File: src/rtl/sd_block_writer_if.sv
// Handshake bundle between the block writer, its command source, the frame-buffer
// read port and the shared SPI byte engine.
interface sd_block_writer_if;
  logic        start;
  logic [31:0] block_addr;
  logic [16:0] pixel_base;
  logic        busy;
  logic        done;
  logic        error;
  logic [2:0]  err_code;
  logic        cs;
  logic [16:0] pixel_addr;
  logic [7:0]  pixel_rd_data;
  logic        spi_start;
  logic [7:0]  spi_data_in;
  logic        spi_done;
  logic [7:0]  spi_data_out;

  modport master (
    input  start, block_addr, pixel_base, pixel_rd_data, spi_done, spi_data_out,
    output busy, done, error, err_code, cs, pixel_addr, spi_start, spi_data_in
  );

  modport slave (
    output start, block_addr, pixel_base, pixel_rd_data, spi_done, spi_data_out,
    input  busy, done, error, err_code, cs, pixel_addr, spi_start, spi_data_in
  );
endinterface

File: src/rtl/sd_block_writer.sv
// SD card single-block writer (CMD24, SPI mode): streams one block out of the frame
// buffer to the card through the shared byte-level SPI engine.
module sd_block_writer #(
  parameter int BLOCK_BYTES = 512,
  parameter int R1_POLLS    = 8,
  parameter int DRESP_POLLS = 8,
  parameter int BUSY_POLLS  = 65535
) (
  input logic               clk,
  input logic               reset,
  sd_block_writer_if.master bus
);
  localparam int CNT_W  = $clog2(BLOCK_BYTES) + 1;
  localparam int POLL_W = $clog2(BUSY_POLLS + 1);
  localparam logic [CNT_W-1:0] LAST_BYTE = CNT_W'(BLOCK_BYTES - 1);

  localparam logic [3:0] S_IDLE  = 4'd0;
  localparam logic [3:0] S_CMD   = 4'd1;
  localparam logic [3:0] S_R1    = 4'd2;
  localparam logic [3:0] S_GAP   = 4'd3;
  localparam logic [3:0] S_TOKEN = 4'd4;
  localparam logic [3:0] S_DATA  = 4'd5;
  localparam logic [3:0] S_CRC   = 4'd6;
  localparam logic [3:0] S_DRESP = 4'd7;
  localparam logic [3:0] S_BUSYW = 4'd8;
  localparam logic [3:0] S_FIN   = 4'd9;
  localparam logic [3:0] S_FAIL  = 4'd10;

  logic [3:0]        state;
  logic              in_flight;
  logic              have_byte;
  logic [1:0]        fetch_wait;
  logic [7:0]        data_byte;
  logic [CNT_W-1:0]  byte_cnt;
  logic [POLL_W-1:0] poll_left;
  logic [31:0]       addr_q;
  logic [16:0]       base_q;
  logic [7:0]        cmd_byte;
  logic [7:0]        tx_byte;
  logic              tx_ready;

  always_comb begin
    cmd_byte = 8'hFF;
    case (byte_cnt[2:0])
      3'd0:    cmd_byte = 8'h58;
      3'd1:    cmd_byte = addr_q[31:24];
      3'd2:    cmd_byte = addr_q[23:16];
      3'd3:    cmd_byte = addr_q[15:8];
      3'd4:    cmd_byte = addr_q[7:0];
      default: cmd_byte = 8'hFF;
    endcase
  end

  always_comb begin
    tx_byte = 8'hFF;
    case (state)
      S_CMD:   tx_byte = cmd_byte;
      S_TOKEN: tx_byte = 8'hFE;
      S_DATA:  tx_byte = data_byte;
      default: tx_byte = 8'hFF;
    endcase
  end

  // A data byte may only go out once its frame-buffer read has landed.
  assign tx_ready = (state != S_IDLE) && !in_flight && (state != S_DATA || have_byte);

  always_ff @(posedge clk or posedge reset) begin
    if (reset) begin
      state           <= S_IDLE;
      in_flight       <= 1'b0;
      have_byte       <= 1'b0;
      fetch_wait      <= 2'd0;
      data_byte       <= 8'hFF;
      byte_cnt        <= '0;
      poll_left       <= '0;
      addr_q          <= 32'd0;
      base_q          <= 17'd0;
      bus.busy        <= 1'b0;
      bus.done        <= 1'b0;
      bus.error       <= 1'b0;
      bus.err_code    <= 3'd0;
      bus.cs          <= 1'b1;
      bus.pixel_addr  <= 17'd0;
      bus.spi_start   <= 1'b0;
      bus.spi_data_in <= 8'hFF;
    end else begin
      bus.spi_start <= 1'b0;
      bus.done      <= 1'b0;

      // Frame-buffer read pipeline: address out, BRAM registers it, then capture.
      if (fetch_wait == 2'd1) begin
        data_byte <= bus.pixel_rd_data;
        have_byte <= 1'b1;
      end
      if (fetch_wait != 2'd0) fetch_wait <= fetch_wait - 2'd1;

      if (state == S_IDLE && bus.start) begin
        addr_q       <= bus.block_addr;
        base_q       <= bus.pixel_base;
        bus.error    <= 1'b0;
        bus.err_code <= 3'd0;
        bus.busy     <= 1'b1;
        bus.cs       <= 1'b0;
        byte_cnt     <= '0;
        in_flight    <= 1'b0;
        state        <= S_CMD;
      end

      if (tx_ready) begin
        bus.spi_start   <= 1'b1;
        bus.spi_data_in <= tx_byte;
        in_flight       <= 1'b1;
        if (state == S_DATA) begin
          have_byte <= 1'b0;
          if (byte_cnt != LAST_BYTE) begin
            bus.pixel_addr <= bus.pixel_addr + 17'd1;
            fetch_wait     <= 2'd2;
          end
        end
      end

      if (in_flight && bus.spi_done) begin
        in_flight <= 1'b0;
        case (state)
          S_CMD: begin
            if (byte_cnt == CNT_W'(5)) begin
              byte_cnt  <= '0;
              poll_left <= POLL_W'(R1_POLLS);
              state     <= S_R1;
            end else begin
              byte_cnt <= byte_cnt + 1'b1;
            end
          end
          S_R1: begin
            if (bus.spi_data_out == 8'h00) begin
              state <= S_GAP;
            end else if (bus.spi_data_out != 8'hFF) begin
              state <= S_FAIL; bus.cs <= 1'b1; bus.err_code <= 3'd1;
            end else if (poll_left == POLL_W'(1)) begin
              state <= S_FAIL; bus.cs <= 1'b1; bus.err_code <= 3'd2;
            end else begin
              poll_left <= poll_left - 1'b1;
            end
          end
          S_GAP: begin
            bus.pixel_addr <= base_q;
            fetch_wait     <= 2'd2;
            have_byte      <= 1'b0;
            state          <= S_TOKEN;
          end
          S_TOKEN: begin
            byte_cnt <= '0;
            state    <= S_DATA;
          end
          S_DATA: begin
            if (byte_cnt == LAST_BYTE) begin
              byte_cnt <= '0;
              state    <= S_CRC;
            end else begin
              byte_cnt <= byte_cnt + 1'b1;
            end
          end
          S_CRC: begin
            if (byte_cnt == CNT_W'(1)) begin
              poll_left <= POLL_W'(DRESP_POLLS);
              state     <= S_DRESP;
            end else begin
              byte_cnt <= byte_cnt + 1'b1;
            end
          end
          S_DRESP: begin
            if (bus.spi_data_out != 8'hFF) begin
              if (bus.spi_data_out[4:0] == 5'b00101) begin
                poll_left <= POLL_W'(BUSY_POLLS);
                state     <= S_BUSYW;
              end else begin
                state <= S_FAIL; bus.cs <= 1'b1; bus.err_code <= 3'd3;
              end
            end else if (poll_left == POLL_W'(1)) begin
              state <= S_FAIL; bus.cs <= 1'b1; bus.err_code <= 3'd4;
            end else begin
              poll_left <= poll_left - 1'b1;
            end
          end
          S_BUSYW: begin
            if (bus.spi_data_out == 8'hFF) begin
              bus.cs <= 1'b1;
              state  <= S_FIN;
            end else if (poll_left == POLL_W'(1)) begin
              state <= S_FAIL; bus.cs <= 1'b1; bus.err_code <= 3'd5;
            end else begin
              poll_left <= poll_left - 1'b1;
            end
          end
          S_FIN: begin
            bus.done <= 1'b1;
            bus.busy <= 1'b0;
            state    <= S_IDLE;
          end
          S_FAIL: begin
            bus.error <= 1'b1;
            bus.busy  <= 1'b0;
            state     <= S_IDLE;
          end
          default: state <= S_IDLE;
        endcase
      end
    end
  end
endmodule
File: src/flat_wrapper.sv
// flat-port wrapper written by rule: the top's interface ports become plain ports
module sd_block_writer_flat 
#(
  parameter int BLOCK_BYTES = 512,
  parameter int R1_POLLS    = 8,
  parameter int DRESP_POLLS = 8,
  parameter int BUSY_POLLS  = 65535
)
  (clk, reset, bus_start, bus_block_addr, bus_pixel_base, bus_pixel_rd_data, bus_spi_done, bus_spi_data_out, bus_busy, bus_done, bus_error, bus_err_code, bus_cs, bus_pixel_addr, bus_spi_start, bus_spi_data_in);
  sd_block_writer_if bus_i ();
  input logic clk;
  input logic reset;
  input wire logic [$bits(bus_i.start)-1:0] bus_start;
  input wire logic [$bits(bus_i.block_addr)-1:0] bus_block_addr;
  input wire logic [$bits(bus_i.pixel_base)-1:0] bus_pixel_base;
  input wire logic [$bits(bus_i.pixel_rd_data)-1:0] bus_pixel_rd_data;
  input wire logic [$bits(bus_i.spi_done)-1:0] bus_spi_done;
  input wire logic [$bits(bus_i.spi_data_out)-1:0] bus_spi_data_out;
  output wire logic [$bits(bus_i.busy)-1:0] bus_busy;
  output wire logic [$bits(bus_i.done)-1:0] bus_done;
  output wire logic [$bits(bus_i.error)-1:0] bus_error;
  output wire logic [$bits(bus_i.err_code)-1:0] bus_err_code;
  output wire logic [$bits(bus_i.cs)-1:0] bus_cs;
  output wire logic [$bits(bus_i.pixel_addr)-1:0] bus_pixel_addr;
  output wire logic [$bits(bus_i.spi_start)-1:0] bus_spi_start;
  output wire logic [$bits(bus_i.spi_data_in)-1:0] bus_spi_data_in;
  assign bus_i.start = bus_start;
  assign bus_i.block_addr = bus_block_addr;
  assign bus_i.pixel_base = bus_pixel_base;
  assign bus_i.pixel_rd_data = bus_pixel_rd_data;
  assign bus_i.spi_done = bus_spi_done;
  assign bus_i.spi_data_out = bus_spi_data_out;
  assign bus_busy = bus_i.busy;
  assign bus_done = bus_i.done;
  assign bus_error = bus_i.error;
  assign bus_err_code = bus_i.err_code;
  assign bus_cs = bus_i.cs;
  assign bus_pixel_addr = bus_i.pixel_addr;
  assign bus_spi_start = bus_i.spi_start;
  assign bus_spi_data_in = bus_i.spi_data_in;
  sd_block_writer #(.BLOCK_BYTES(BLOCK_BYTES), .R1_POLLS(R1_POLLS), .DRESP_POLLS(DRESP_POLLS), .BUSY_POLLS(BUSY_POLLS)) u_core (.clk(clk), .reset(reset), .bus(bus_i));
endmodule
File: config.mk
export PLATFORM = sky130hd
export DESIGN_NAME = sd_block_writer_flat
export DESIGN_NICKNAME = d
export VERILOG_FILES = /design/src/rtl/sd_block_writer_if.sv /design/src/rtl/sd_block_writer.sv /design/src/flat_wrapper.sv
export SDC_FILE = /design/constraint.sdc
export NUM_CORES = 1
export LEC_CHECK = 0
export CELL_PAD_IN_SITES_DETAIL_PLACEMENT = 1
export CELL_PAD_IN_SITES_GLOBAL_PLACEMENT = 1
export CORE_MARGIN = 5
export CORE_UTILIZATION = 45
export DETAILED_ROUTE_END_ITERATION = 6
export PLACE_DENSITY_LB_ADDON = 0.12
export SKIP_LAST_GASP = 1
export SYNTH_ARGS = -nofsm -noshare
export SYNTH_HDL_FRONTEND = slang
export SYNTH_SLANG_ARGS = --single-unit
File: constraint.sdc
create_clock -name clk -period 9.6 [get_ports clk]
set_clock_uncertainty 0.05 [all_clocks]
set_input_delay 1.92 -clock clk [delete_from_list [all_inputs] [get_ports clk]]
set_output_delay 1.92 -clock clk [all_outputs]
set_load 0.02 [all_outputs]
==> results.yml <==
outcome:
  status: "finished, final reports clean"
yosys:
  synth-edff-count: 0
  avgSynthCellArea_um2: 8.87
  synth-seq-cells: 124
  yosys_warnings: 0
  syn_inst: 772
  synth-main-ff-cell: "dfrtp_1"
  ys_seq_area_share_pct: 45.6
  synth_fp_nets: 849
  syn_area_um2: 6850
  ys_async_sr_fraction_pct: 100
  ys_types: 79
power:
  p_leak_nw: 3.61
  vdd_drop_max_v: 0.000154
  powerDensity_nw_per_um2: 326
placed_design:
  io_buffer_count: 101
  dpl-instance-area_um2: 7920
  gp_congestion: 0.825
  hpwl_mm: 14.8
sta:
  finalCritPeriodShare_pct: 42.3
  finalHoldViolCount: 0
  fin_tns_setup_ns: 0
  report.final.slew_viol_count: 0
  slew_headroom_pct: 21.1
  rsz0062_at_grt: "false"
  fmax_ghz: 0.246
  worst_pin_slew_ns: 1.18
  min_period_ns: 4.06
  setup-violations-final: 0
global_route:
  track_usage_pct: 24.7
  first_global_vias: 6855
  grt_max_degree: 65
  grt_overflow: 0
  grt_pass1_wl_mm: 35.6
  antenna_found_initial: 0
run:
  drv_cap: 0
drt:
  met2_length_mm: 10.6
  drc: 0
  routed_via_density: 6.13
  dr_total_vias: 6426
  wl_mm: 21.7
  wl_per_cell_um: 20.7
  antenna_left: 0
  drtIter0Drc: 452
  wl_met1_mm: 9.94
  top_layer: "met4"
  wl_met3_um: 836
  drt_pre_antenna_iters: 5
floorplan:
  floorplan.rows: 45
  die_area_um2: 17800
  die_x_um: 133
  design.core.area_um2: 15000
  io_pins: 102
  fp.dieH_um: 133
  initial_core_util_pct: 45.5
cts:
  tritoncts: "done"
  ctsHoldBuffers: 0
  cts.clk_slew.worst_paths_ns: 0.06
  clockBufferDepth: 2
  numCtsBuffers: 17
  h-tree-depth: 4
  cts_resized: 0
  cts.sinks: 124
  postCtsSetupRepairBufs: 0
  root_buffer: "clkbuf_16"
  clk_latency_ns: 0.43
hold_path:
  min_to: "u_core.addr_q[28]"
  hold_path_class: "reg -> reg"
  min_path_cells: 2
  holdCritStartpoint: "u_core.addr_q[28]"
cells_and_area:
  drive_gt1_share_pct: 9.29
  final_nets: 925
  n_antenna_cell: 0
  final_area_um2: 8540
  area_growth_pct: 24.7
critical_path:
  cp.arrival_ns: 4.32
  r2r_end: "u_core.poll_left[1]"
  cp-start-kind: "primary input"
  r2r-start: "u_core.state[0]"
  crit_path_end_kind: "flip-flop"
  crit_type: "in -> reg"
  reg2reg_depth: 5
  critPathMaxFanout: 18
  cp.required_ns: 9.86
  r2r_slack_ns: 6.17
## worst max-delay path by stage
| stage | from | end | slack (ns) | depth (start not counted) |
|---|---|---|---|---|
| floorplan | reset | u_core.addr_q[0] | 4.36 | 1 |
| global placement | bus_spi_done | u_core.fetch_wait[0] | 5.19 | 5 |
| detailed placement | bus_spi_done | u_core.bus.pixel_addr[4] | 5.09 | 6 |
| CTS | bus_spi_done | u_core.bus.pixel_addr[4] | 5.54 | 6 |
| global route | bus_spi_done | u_core.bus.pixel_addr[4] | 5.36 | 6 |
| finish | bus_spi_data_out[1] | u_core.poll_left[1] | 5.54 | 6 |
## cell families (layout without fill, tap and decap cells)
group	count (synthesis)	in the layout	share of synthesized area [%]
buffers and inverters	67	156	4.11
multiplexers	13	13	2.10
AO/OA/AOI/OAI	191	191	20.0
adder cells (fa/ha/maj)	8	8	1.46
AND/OR/NAND/NOR	366	366	26.3
XOR/XNOR	3	3	0.384
flip-flops	124	124	45.6
## flip-flops by register name, indices dropped and copies added, names as in the netlist
register	cells
u_core.fetch_wait	2
u_core.bus.busy	1
u_core.data_byte	8
u_core.bus.cs	1
u_core.bus.error	1
u_core.state	4
u_core.addr_q	32
u_core.have_byte	1
u_core.bus.spi_data_in	8
u_core.byte_cnt	10
u_core.bus.done	1
u_core.in_flight	1
u_core.poll_left	16
u_core.bus.pixel_addr	17
u_core.bus.err_code	3
u_core.base_q	17
u_core.bus.spi_start	1
## Yosys cell counts, types with 4 or more instances
| cell | instances | area (µm²) |
|---|---|---|
| nand2_1 | 185 | 694 |
| dfrtp_1 | 107 | 2680 |
| nor2_1 | 51 | 191 |
| nand3_1 | 32 | 160 |
| a21oi_1 | 29 | 145 |
| clkbuf_1 | 29 | 109 |
| a31oi_1 | 23 | 144 |
| inv_1 | 18 | 67.6 |
| o31ai_1 | 18 | 135 |
| dfstp_2 | 17 | 447 |
| or4_1 | 16 | 120 |
| o21ai_0 | 15 | 75.1 |
| o21ai_1 | 13 | 65.1 |
| a221oi_1 | 12 | 105 |
| nand2b_1 | 11 | 68.8 |
| nor3_1 | 11 | 55.1 |
| mux2_2 | 10 | 113 |
| or3_1 | 10 | 62.6 |
| buf_2 | 9 | 45.0 |
| a32oi_1 | 8 | 70.1 |
| ha_1 | 8 | 100 |
| buf_1 | 7 | 26.3 |
| nor4_1 | 7 | 43.8 |
| o211ai_1 | 7 | 52.6 |
| o2bb2ai_1 | 7 | 61.3 |
| a211oi_1 | 6 | 45.0 |
| a22oi_1 | 6 | 45.0 |
| nand4_1 | 5 | 31.3 |
| nor2b_1 | 5 | 31.3 |
| a211o_1 | 4 | 35.0 |
| and4_1 | 4 | 35.0 |
| o22a_1 | 4 | 35.0 |
## cells in the final DEF, fill, tap and decap left out, drive strengths merged, types with 4 or more instances in the layout
master           n
a211o            4
a211oi           6
a21oi           29
a221oi          12
a22oi            6
a31oi           23
a32oi            8
and4             4
buf              4
clkbuf          17
clkdlybuf4s50  101
clkinv           4
clkinvlp         5
dfrtp          107
dfstp           17
ha               8
inv             22
mux2            11
nand2          185
nand2b          11
nand3           32
nand4            6
nor2            52
nor2b            5
nor3            11
nor4             9
o211ai           7
o21ai           28
o22a             4
o2bb2ai          7
o31ai           18
or2              4
or3             10
or4             16
## per-layer routing
| metal | GRT usage, % | up-vias |
|---|---|---|
| met5 | 0 | - |
| met3 | 5.48 | 33 |
| li1 | - | 2976 |
| met2 | 41.0 | 146 |
| met1 | 32.8 | 3271 |
| met4 | 7.09 | 0 |
## where the power goes
group          switching [W]  internal [W]  leakage (nW)
Clock               0.000268      0.000413         0.284
Combinational       0.000689      0.000441          1.82
Sequential          0.000215      0.000755          1.51
## cell type report
cell class,instances,area (µm²)
multi-input combinational,581,3450
tap,188,235
sequential,124,3120
timing repair buffer,105,1040
fill,1740,6500
clock buffer,17,425
clock inverter,15,191
inverter,19,73.8
## metrics by stage
step | hold WS, ns | power [W] | worst slack [ns] | utilization (%) | cells
floorplan | 0.395 | 0.00170 | 4.36 | - | 772
detailed placement | 0.414 | 0.00208 | 5.09 | 52.7 | 1017
global route | 0.447 | 0.00295 | 5.36 | 56.8 | 1049
global placement | 0.409 | 0.00202 | 5.19 | 52.7 | 1017
finish | 0.428 | 0.00278 | 5.54 | 56.8 | 1049
CTS | 0.432 | 0.00278 | 5.54 | 56.8 | 1049
## worst max-delay path, stage by stage
cell             delay, ns
clkdlybuf4s50_1       0.44
or3_1                 0.43
o21ai_1               0.22
a31o_1                0.59
and2_1                0.36
mux2_1                0.35
Note: power is estimated with default switching activity, not from simulation.
